--- config.mk ---
export PLATFORM = sky130hd
export DESIGN_NAME = display_timings_480p
export DESIGN_NICKNAME = d
export VERILOG_FILES = /design/src/rtl/display_timings_480p.sv
export SDC_FILE = /design/constraint.sdc
export NUM_CORES = 1
export LEC_CHECK = 0
export ABC_AREA = 1
export CAP_MARGIN = 25
export CELL_PAD_IN_SITES_DETAIL_PLACEMENT = 2
export CELL_PAD_IN_SITES_GLOBAL_PLACEMENT = 2
export CORE_UTILIZATION = 30
export CTS_BUF_LIST = sky130_fd_sc_hd__clkbuf_4 sky130_fd_sc_hd__clkbuf_8
export DETAILED_ROUTE_END_ITERATION = 10
export GPL_TIMING_DRIVEN = 0
export HOLD_SLACK_MARGIN = 0.12
export PLACE_DENSITY = 0.86
export SYNTH_ARGS = -nofsm -noshare
export SYNTH_HDL_FRONTEND = slang
export SYNTH_SLANG_ARGS = --single-unit
--- constraint.sdc ---
create_clock -name clk_pix -period 2.2 [get_ports clk_pix]
set_clock_uncertainty 0.2 [all_clocks]
set_input_delay 0.44 -clock clk_pix [delete_from_list [all_inputs] [get_ports clk_pix]]
set_output_delay 0.44 -clock clk_pix [all_outputs]
set_load 0.02 [all_outputs]
--- src/rtl/display_timings_480p.sv ---
// Raster timing generator for 640x480@60: counters, syncs, data-enable and strobes.
// Every output is registered, and each decode is computed from the coordinates it is registered with.
module display_timings_480p #(
    parameter int CORDW  = 10,
    parameter int H_RES  = 640,
    parameter int H_FP   = 16,
    parameter int H_SYNC = 96,
    parameter int H_BP   = 48,
    parameter int V_RES  = 480,
    parameter int V_FP   = 10,
    parameter int V_SYNC = 2,
    parameter int V_BP   = 33,
    parameter int H_POL  = 0,
    parameter int V_POL  = 0
) (
    input  logic             clk_pix,
    input  logic             rst,
    input  logic             locked,
    output logic [CORDW-1:0] sx,
    output logic [CORDW-1:0] sy,
    output logic             hsync,
    output logic             vsync,
    output logic             de,
    output logic             line,
    output logic             frame,
    output logic [7:0]       frame_num
);

    localparam int H_TOTAL = H_RES + H_FP + H_SYNC + H_BP;
    localparam int V_TOTAL = V_RES + V_FP + V_SYNC + V_BP;

    localparam logic [CORDW-1:0] H_MAX    = CORDW'(H_TOTAL - 1);
    localparam logic [CORDW-1:0] V_MAX    = CORDW'(V_TOTAL - 1);
    localparam logic [CORDW-1:0] H_ACT    = CORDW'(H_RES);
    localparam logic [CORDW-1:0] V_ACT    = CORDW'(V_RES);
    localparam logic [CORDW-1:0] HS_START = CORDW'(H_RES + H_FP);
    localparam logic [CORDW-1:0] HS_END   = CORDW'(H_RES + H_FP + H_SYNC);
    localparam logic [CORDW-1:0] VS_START = CORDW'(V_RES + V_FP);
    localparam logic [CORDW-1:0] VS_END   = CORDW'(V_RES + V_FP + V_SYNC);
    localparam logic             HS_ON    = (H_POL != 0);
    localparam logic             VS_ON    = (V_POL != 0);

    typedef enum logic {IDLE, RUN} state_t;

    state_t           state_q, state_d;
    logic [CORDW-1:0] sx_q, sx_d, sy_q, sy_d;
    logic             hs_q, hs_d, vs_q, vs_d;
    logic             de_q, de_d, line_q, line_d, frame_q, frame_d;
    logic [7:0]       fnum_q, fnum_d;
    logic             run_d;

    always_ff @(posedge clk_pix or posedge rst) begin
        if (rst) begin
            state_q <= IDLE;
            sx_q    <= '0;
            sy_q    <= '0;
            hs_q    <= !HS_ON;
            vs_q    <= !VS_ON;
            de_q    <= 1'b0;
            line_q  <= 1'b0;
            frame_q <= 1'b0;
            fnum_q  <= '0;
        end else begin
            state_q <= state_d;
            sx_q    <= sx_d;
            sy_q    <= sy_d;
            hs_q    <= hs_d;
            vs_q    <= vs_d;
            de_q    <= de_d;
            line_q  <= line_d;
            frame_q <= frame_d;
            fnum_q  <= fnum_d;
        end
    end

    // Next coordinates first, then the decodes of those same coordinates, so nothing skews.
    always_comb begin
        state_d = state_q;
        sx_d    = '0;
        sy_d    = '0;
        fnum_d  = fnum_q;
        run_d   = 1'b0;
        case (state_q)
            IDLE: begin
                if (locked) begin
                    state_d = RUN;
                    run_d   = 1'b1;
                end
            end
            RUN: begin
                if (!locked) begin
                    state_d = IDLE;
                end else begin
                    run_d = 1'b1;
                    if (sx_q == H_MAX) begin
                        if (sy_q == V_MAX) begin
                            fnum_d = fnum_q + 8'd1;
                        end else begin
                            sy_d = sy_q + CORDW'(1);
                        end
                    end else begin
                        sx_d = sx_q + CORDW'(1);
                        sy_d = sy_q;
                    end
                end
            end
            default: state_d = IDLE;
        endcase

        de_d    = run_d && (sx_d < H_ACT) && (sy_d < V_ACT);
        hs_d    = (run_d && (sx_d >= HS_START) && (sx_d < HS_END)) ? HS_ON : !HS_ON;
        vs_d    = (run_d && (sy_d >= VS_START) && (sy_d < VS_END)) ? VS_ON : !VS_ON;
        line_d  = run_d && (sx_d == '0);
        frame_d = run_d && (sx_d == '0) && (sy_d == '0);
    end

    assign sx        = sx_q;
    assign sy        = sy_q;
    assign hsync     = hs_q;
    assign vsync     = vs_q;
    assign de        = de_q;
    assign line      = line_q;
    assign frame     = frame_q;
    assign frame_num = fnum_q;

endmodule

== After elaboration in Yosys (flattened, before gate mapping) ==
Cells that the tools add are included.

* $add $sub $neg: 3
* Magnitude comparators: 6
* Equal/unequal tests: 2
* Muxes and demuxes: 10
* Reduce and logical (&&, ||, !) cells: 11

{| class="wikitable"
|+ Operator list
! cell !! count
|-
| two-way mux 10 bit || 7
|-
| adder 10 x 1 -> 10 bit (second input constant) || 2
|-
| equality test 10 bit (second input constant) || 2
|-
| logical NOT 10 bit || 2
|-
| less-than comparator 10 bit (second input constant) || 2
|-
| less-than comparator 10 x 9 -> 1 bit (second input constant) || 2
|-
| >= comparator 10 bit (second input constant) || 1
|-
| >= comparator 10 x 9 -> 1 bit (second input constant) || 1
|-
| adder 8 x 1 -> 8 bit (second input constant) || 1
|-
| logical AND 1 bit || 8
|-
| AND reduction 4 bit || 1
|-
| two-way mux 1 bit || 3
|}

* Flip-flop bits (word level): 34
* Output and inout bits: 33
* Word-level logic and storage cells: 41

== Logic depth before layout (Yosys ltp) ==
* Depth in word-level cells: 9
* Gate-level depth with buffers: 12
* Gate-level depth less buffers: 12

== Worst setup path after synthesis ==
OpenSTA, ideal clock, no wires.

* Path type: flip-flop to flip-flop
* Start point: register sx_q[0] (netlist: sx[0])
* End point: register fnum_q[7] (netlist: frame_num[7])
* Data arrival time: 1,805 ps
* Data required time: 1,877 ps
* Setup slack: 71 ps
* Stages on the path, launching flop included: 10
* Buffers on the path: 0
* Period minus slack after synthesis: 2,129 ps
* Cell sequence: dfrtp_1 ha_1 nand3_2 nor2_4 nand2_4 nor2_4 nand4_1 nor2_2 nand3_1 xor2_1

* Word-level cells in the longest chain between the ends: 2

{| class="wikitable"
|+ RTL lines
! item !! RTL line !! RTL
|-
| start, declared || 46 || <nowiki>logic [CORDW-1:0] sx_q, sx_d, sy_q, sy_d;</nowiki>
|-
| start signal, assigned || 55 || <nowiki>sx_q <= '0;</nowiki>
|-
| start signal, assigned || 65 || <nowiki>sx_q <= sx_d;</nowiki>
|-
| equality test 10 bit || 95 || <nowiki>if (sx_q == H_MAX) begin</nowiki>
|-
| AND reduction 4 bit (no line) || n/a ||
|-
| end signal, assigned || 72 || <nowiki>fnum_q <= fnum_d;</nowiki>
|-
| end, declared || 49 || <nowiki>logic [7:0] fnum_q, fnum_d;</nowiki>
|}

Every way passes these cells.
A chain may end at the register's enable or synchronous reset.

== Final worst setup path ==
* Start point: register sx_q[7] (netlist: sx[7])
* End point: register fnum_q[7] (netlist: frame_num[7])

The elaborated chain is that of the path after synthesis.

==> insert_results.sql <==
INSERT INTO impl_metrics (metric_group, metric, value, unit) VALUES
('floorplan', 'total_core_area', '0.00639', 'mm²'),
('worst_hold_path', 'worst_min_delay_path_category', 'primary input to flop', ''),
('synth', 'yosysUniqueCellTypes', '26', ''),
('final_layout', 'num_antenna_cells', '0', ''),
('sta', 'worst_slew_pin_slew', '0.665', 'ns'),
('routing', 'dr.pass1.iters', '4', ''),
('cts', 'h-tree-depth', '2', ''),
('cts', 'clock_tree_from_tritoncts', 'done', ''),
('final_layout', 'final_layout_size_suffix_gt1_share', '17.5', '%'),
('floorplan', 'pin_count', '36', ''),
('worst_setup_path', 'critPathCaptureType', 'flop', ''),
('cts', 'cts_hold_buf', '0', ''),
('floorplan', 'fp.dieH', '83.7', 'µm'),
('power', 'power.density_cell_area', '439', 'mW/mm²'),
('final_layout', 'finalNonFillerCells', '403', ''),
('synth', 'synth_seq_cells', '34', ''),
('cts', 'clkLatencyLatePin', '0.29', 'ns'),
('final_layout', 'design_area', '0.00272', 'mm²'),
('sta', 'min_period', '2.18', 'ns'),
('synth', 'share_of_the_synthesized_area_in_the_top_cell_type', '40.0', '%'),
('power', 'power.ir.vdd_worst', '0.456', 'mV'),
('synth', 'number_of_synthesized_flops_with_an_enable_pin', '0', ''),
('sta', 'maxClockFrequency', '458', 'MHz'),
('place', 'dp_slack', '-0.380', 'ns'),
('floorplan', 'placement_rows', '29', ''),
('place', 'post-place-cells', '386', ''),
('synth', 'synth.top_cells.by_area', 'sky130_fd_sc_hd__dfrtp_1, sky130_fd_sc_hd__nand2_1, sky130_fd_sc_hd__inv_1', ''),
('sta', 'holdWs', '0.257', 'ns'),
('synth', 'synth_flop_cell', 'sky130_fd_sc_hd__dfrtp_1', ''),
('global_routing', 'grt_use_total', '21.0', '%'),
('cts', 'cts_inserted_buffers', '5', ''),
('sta', 'timing.final.hold_violations', '0', ''),
('synth', 'yosysSeqAreaShare', '42.6', '%'),
('worst_setup_path', 'worstSetupPathType', 'flop to flop', ''),
('worst_setup_path', 'crit_required', '2.17', 'ns'),
('global_routing', 'antenna_found_initial', '0', ''),
('synth', 'synthesis.nets', '280', ''),
('routing', 'wl_per_cell', '19.0', 'µm'),
('sta', 'setup_viol', '0', ''),
('sta', 'period_share', '99.3', '%'),
('synth', 'synthArstFlopShare', '100', '%'),
('cts', 'worst_setup_hold_path_clk_slew', '0.08', 'ns'),
('routing', 'routed_via_density', '5.08', ''),
('global_routing', 'grt_overflow_total', '0', ''),
('cts', 'number_of_clock_sinks', '34', ''),
('sta', 'grt_setup_unrepaired', 'true', ''),
('synth', 'postSynthAreaPerCell', '7.34', 'µm²'),
('place', 'gp_congestion', '0.778', ''),
('floorplan', 'die-width', '83.7', 'µm'),
('routing', 'count_of_vias_placed_by_the_detailed_router', '2046', ''),
('synth', 'yosysMostFrequentCell', 'sky130_fd_sc_hd__nand2_1', ''),
('sta', 'timing.slew.headroom', '55.6', '%'),
('place', 'placedInstanceArea', '0.00248', 'mm²'),
('worst_setup_path', 'worstPathMaxFanout', '10', ''),
('synth', 'warning_count_from_the_yosys_run', '0', ''),
('cts', 'cts_max_path_buffers', '2', ''),
('place', 'io_buffer_count', '35', ''),
('routing', 'route.antenna.remaining_nets', '0', ''),
('place', 'dpl.hpwl', '5240', 'µm'),
('sta', 'fin_tns_setup', '0', 'ns'),
('worst_setup_path', 'worst_ep_arrival_time', '2.15', 'ns'),
('final_layout', 'design.final.nets', '332', ''),
('outcome', 'outcome', 'finished clean', ''),
('sta', 'timing_max_transition_violations_final', '0', ''),
('final_layout', 'multiInputGateArea', '0.00104', 'mm²'),
('cts', 'ctsRootBufferMaster', 'sky130_fd_sc_hd__clkbuf_8', ''),
('floorplan', 'dieArea', '0.00701', 'mm²'),
('synth', 'mappedNetlistArea', '0.00200', 'mm²'),
('global_routing', 'grt_pass1_vias', '2203', ''),
('routing', 'drt_iter0_drc', '98', ''),
('synth', 'netlist.top_cell.by_area', 'sky130_fd_sc_hd__dfrtp_1', '');
## layer usage
metal / vias to the layer above / global-route usage, % / share of wire (%)
met3: 6 / 2.47 / 2.7
met5: - / 0 / 0
met2: 31 / 37.2 / 51
met1: 1053 / 26.9 / 45
met4: 0 / 5.55 / 0.75
li1: 956 / - / -
## worst max-delay path, cell delays in order, from the launching register on
cell and delay (ns):
sky130_fd_sc_hd__dfrtp_2 0.46, sky130_fd_sc_hd__inv_1 0.14, sky130_fd_sc_hd__nand3_1 0.13, sky130_fd_sc_hd__nor2_4 0.18, sky130_fd_sc_hd__nand2_4 0.15, sky130_fd_sc_hd__nor2_4 0.17
sky130_fd_sc_hd__nand4_1 0.17, sky130_fd_sc_hd__nor2_2 0.20, sky130_fd_sc_hd__nand3_2 0.11, sky130_fd_sc_hd__xor2_1 0.16
## registers in the layout (all words and copies together) (netlist names)
signal and cells:
frame 1, hsync 1, de 1, sx 10, state_q 1, vsync 1, frame_num 8, sy 10
line 1
## cell families after synthesis
family	after synthesis	synth area share, %
simple gates	161	36.6
xor+xnor	8	3.50
buf+inv	47	8.80
fa+ha+maj	4	2.50
compound gates	18	5.43
mux	1	0.562
flops	34	42.6
## final timing paths
kind | start | to | slack (ns) | cells past startpoint
worst max-delay path | sx[7] | frame_num[7] | 0.02 | 9
worst min-delay path | locked | state_q | 0.26 | 1
worst max register to register | sx[7] | frame_num[7] | 0.02 | 9
worst min register to register | frame_num[6] | frame_num[6] | 0.32 | 1
max in group asynchronous | rst | sx[4] | 0.91 | 3
min in group asynchronous | rst | de | 0.35 | 2
## power breakdown
group	switching, mW	leakage, nW	internal [mW]
sequential	0.00436	0.435	0.631
clock	0.231	0.0453	0.249
combinational	0.0495	0.833	0.0294
## placed cells by master, fill, tap and decap left out, types with 2 or more instances in the layout
master / synthesis / final
sky130_fd_sc_hd__clkdlybuf4s50_1: 0 / 34
sky130_fd_sc_hd__clkbuf_4: 0 / 2
sky130_fd_sc_hd__nor2_4: 3 / 8
sky130_fd_sc_hd__nor3_1: 2 / 2
sky130_fd_sc_hd__o21bai_1: 2 / 2
sky130_fd_sc_hd__dfrtp_1: 32 / 24
sky130_fd_sc_hd__inv_1: 47 / 44
sky130_fd_sc_hd__nand4_1: 9 / 9
sky130_fd_sc_hd__a21oi_2: 1 / 2
sky130_fd_sc_hd__nand3_2: 1 / 3
sky130_fd_sc_hd__nand3_1: 25 / 23
sky130_fd_sc_hd__xor2_1: 5 / 5
sky130_fd_sc_hd__o21ai_0: 6 / 5
sky130_fd_sc_hd__a21oi_1: 5 / 4
sky130_fd_sc_hd__xnor2_1: 3 / 3
sky130_fd_sc_hd__buf_4: 0 / 9
sky130_fd_sc_hd__dfrtp_2: 0 / 8
sky130_fd_sc_hd__nand2_1: 69 / 68
sky130_fd_sc_hd__inv_2: 0 / 3
sky130_fd_sc_hd__nor2_2: 8 / 6
sky130_fd_sc_hd__dfstp_2: 2 / 2
sky130_fd_sc_hd__nor2_1: 40 / 37
sky130_fd_sc_hd__clkbuf_8: 0 / 5
sky130_fd_sc_hd__ha_1: 4 / 3
sky130_fd_sc_hd__o21ai_1: 1 / 2
## area by class of cell
| cell class | instances | share of cell area (%) |
|---|---|---|
| Tap cell | 77 | 3.54 |
| Clock buffer | 7 | 3.08 |
| Inverter | 47 | 6.49 |
| Sequential cell | 34 | 31.7 |
| Timing Repair Buffer | 45 | 16.5 |
| Multi-Input combinational cell | 192 | 38.4 |
| Clock inverter | 1 | 0.276 |
## repair_timing
action / in CTS / in global routing
buffers inserted: 1 / 8
setup endpoints to repair: 12 / 7
gates resized for setup: 9 / 19
pin swaps: 0 / 9
Note: power is estimated with default switching activity, not from simulation.
